===== src/rtl/sat_counter.sv =====
// ============================================================================
// sat_counter : enabled up-counter with synchronous clear and saturation at MAX
// Revision    : 1.0
// ============================================================================
`default_nettype none

module sat_counter #(
  parameter int               WIDTH = 8,
  parameter logic [WIDTH-1:0] MAX   = '1
) (
  input  logic             clk_i,
  input  logic             rst_i,
  input  logic             en_i,
  input  logic             clr_i,
  input  logic             inc_i,
  output logic [WIDTH-1:0] value_o,
  output logic             at_max_o
);

  logic [WIDTH-1:0] value_q;
  logic [WIDTH-1:0] value_d;
  logic [WIDTH-1:0] w_base;

  // Clear applies first so an increment in the same cycle lands on zero.
  always_comb begin
    w_base  = clr_i ? '0 : value_q;
    value_d = (inc_i && (w_base != MAX)) ? w_base + 1'b1 : w_base;
  end

  always_ff @(posedge clk_i or posedge rst_i) begin
    if (rst_i) begin
      value_q <= '0;
    end else if (en_i) begin
      value_q <= value_d;
    end
  end

  assign value_o  = value_q;
  assign at_max_o = (value_q == MAX);

endmodule

`default_nettype wire


===== config.mk =====
export PLATFORM = sky130hd
export DESIGN_NAME = sat_counter
export DESIGN_NICKNAME = d
export VERILOG_FILES = /design/src/rtl/sat_counter.sv
export SDC_FILE = /design/constraint.sdc
export NUM_CORES = 1
export LEC_CHECK = 0
export ABC_AREA = 1
export BUFFER_PORTS_ARGS = -buffer_cell sky130_fd_sc_hd__buf_2
export CORE_AREA = 2 2 39 41
export DETAILED_ROUTE_END_ITERATION = 16
export DIE_AREA = 0 0 41 43
export GPL_ROUTABILITY_DRIVEN = 0
export HOLD_SLACK_MARGIN = 0.12
export PLACE_DENSITY = 0.67
export SYNTH_ARGS = -nofsm -noshare
export SYNTH_HDL_FRONTEND = slang
export SYNTH_SLANG_ARGS = --single-unit

===== constraint.sdc =====
create_clock -name clk_i -period 1.25 [get_ports clk_i]
set_input_delay 0.0625 -clock clk_i [delete_from_list [all_inputs] [get_ports clk_i]]
set_output_delay 0.0625 -clock clk_i [all_outputs]
set_load 0.02 [all_outputs]

==> summary.md <==
| Metric | Value |
|---|---|
| Die Width | 41 um |
| Final WS setup | 14.3 ps |
| H-tree depth | 1 |
| Period utilization | 98.9% |
| Final Hold Viols | 0 |
| Die H | 43 um |
| FP Rows | 14 |
| Cells after Synth | 84 |
| Clk_skew | 10.5 ps |
| Mapped Nets | 89 |
| Clock power share | 36.5% |
| Clock Sink Count | 8 |
| Post-synth EDFFs | 0 |
| Total CTS buffers | 3 |
| DRT antenna net count | 0 |
| Initial core utilization | 42.0% |
| DRT iter0 DRCs | 6 |
| GRT Total Usage | 18.1% |
| Clock root cell | clkbuf_4 |
| Gate power share | 18.1% |
| Die ar. | 1760 um2 |
| Final WL | 1330 um |
| Ys async rst share | 100% |
| HPWL Detailed | 964 um |
| Most common cell in the netlist | nand2_1 |
| Crit-path max FO | 5 |
| Status | finished, final reports clean |
| Nets@finish | 115 |
| Post-route design area | 788 um2 |
| Vias per inst | 4.89 |
| CP startpoint kind | input pin |
| Yosys top cell by area | dfrtp_1 |
| PD cells | 783 nW/um2 |
| Iteration count of the initial detailed-routing pass | 4 |
| Sequential power share | 45.4% |
| Post-synth top area share | 34.5% |
| CP Data Required Time | 1400 ps |
| Max reg flops | 8 |
| Final core occ | 57.0% |
| GRT overflow | 0 |
| Max VDD drop | 0.548 mV |
| Fmax | 809 MHz |
| Setup total negative slack | 0 ps |
| First-pass GRT wire length | 2120 um |
| Largest net degree at the start of global routing | 12 |
| Slew of the pin with the lowest slew margin | 321 ps |
| Worst-path clk slew | 60 ps |
| P_sw | 0.177 mW |
| CP arrival | 1390 ps |
| Clock Latency Late Sink | 270 ps |
| Min Tclk post-route | 1240 ps |
| Seq/Total Area, Yosys | 34.5% |
| Multi-input gate area | 337 um2 |
| Yosys cell types | 16 |
| Cell Area, Placed | 689 um2 |
| # setup viols final | 0 |
| CTS tree | yes |
| Switch share | 28.8% |
| Filler Cell Count | 141 |
| Avg Inst Size Synth | 6.91 um2 |
| Port buffer count | 13 |
| Synthesis warning total | 0 |
| Top FF cell, synth | dfrtp_1 |
| Worst hold path type | input pin to flop |
| Unrepaired setup endpoints after global routing | yes |
| Core ar. | 1380 um2 |
| Initial antenna violation count | 0 |
| Layout area overhead | 35.8% |
| Flip-flop and latch count after synthesis | 8 |
| Power, Total | 0.617 mW |
| Post-place setup slack | 14.3 ps |
| Internal power | 0.439 mW |
| Synth top area cells | dfrtp_1 (34%), nand2_1 (19%), inv_1 (8.4%) |
| Via count | 611 |
| Drt drc | 0 |
| Vias in the first global route | 532 |
| Ports | 14 |
| Slew margin rel. | 78.6% |
| Antenna cells | 0 |
| Avg WL per Cell | 10.7 um |
| Mapped cell area | 581 um2 |
| LEAKAGE | 0.439 nW |
| CTS Buffer Depth | 2 |
| Top cells by count, synth | nand2_1 (29), inv_1 (13), dfrtp_1 (8) |
| Worst Setup End Kind | flop |
| Max Slew Vio Count | 0 |
| FF/Latch Area | 203 um2 |
| Critical path class | input pin to flop |
| Share of layout cells above drive strength 1 | 40.4% |
| Max Cap Violations | 0 |
## power by group through the flow
stage               registers [mW]  logic [mW]  clock network [mW]
finish                       0.280       0.112               0.225
global route                 0.281       0.123               0.242
CTS                          0.275       0.105               0.233
detailed placement           0.280      0.0969                   0
global placement             0.280      0.0961                   0
floorplan                    0.296      0.0413                   0
## per-layer routing
layer | wire (um) | GRT usage, % | part of all wire, %
met1 | 622 | 23.3 | 47
met4 | 38 | 12.0 | 2.9
met2 | 601 | 25.3 | 45
met5 | 0 | 0 | 0
met3 | 69 | 4.71 | 5.2
## final timing paths
check	endpoint	cells after the start	slack [ps]	start
min reg2reg	value_o[7]$_DFFE_PP0P_	3	610	value_o[7]$_DFFE_PP0P_
max in group asynchronous	value_o[0]$_DFFE_PP0P_	3	710	rst_i
max reg2reg	value_o[4]$_DFFE_PP0P_	6	30	value_o[1]$_DFFE_PP0P_
min	value_o[3]$_DFFE_PP0P_	6	250	clr_i
max	value_o[4]$_DFFE_PP0P_	8	10	inc_i
min in group asynchronous	value_o[3]$_DFFE_PP0P_	3	280	rst_i
## cells in the final DEF, fill, tap and decap left out
cell           count
nand3_4            1
nor2_4             3
nor3_2             1
nand2_4            1
buf_4              8
buf_2             12
dfrtp_2            2
nor2_2             3
nand4_1            5
inv_2              2
nand2_2            5
nand3_2            2
clkbuf_1           1
and2_4             1
o21ai_0            2
nor2_1             1
inv_1             12
dlygate4sd3_1      3
nand2_1           28
nand3_1            7
clkbuf_4           3
dfrtp_1            6
## layout make-up
class	count	area share (%)
multi-input combinational	60	42.7
sequential	8	25.7
timing repair buffer	23	19.0
inverter	14	6.67
clock buffer	4	3.33
tap	16	2.54
## timing repair
action                                 CTS  global route
hold buffers                             3             0
setup buffers                            0             2
endpoints found under the hold margin   11             0
gates resized for setup                  1             7
setup endpoints to repair                1             4
pin swaps                                0             6
## kinds of logic after synthesis
logic type | synth area share, %
buf+inv | 11.9
flops | 34.5
simple gates | 51.9
compound gates | 1.72
## worst max-delay path, stage by stage
cell and delay [ps]:
dlygate4sd3_1 510, buf_2 150, inv_1 70, nor2_2 120, nand2_2 80, nor2_4 150
nand3_2 100, and2_4 140
## through the flow
stage / cells / hold WS, ps
floorplan: 84 / -122
global placement: 116 / 27.1
detailed placement: 116 / 34.6
CTS: 123 / 251
global route: 125 / 304
finish: 125 / 251
Note: power is estimated with default switching activity, not from simulation.
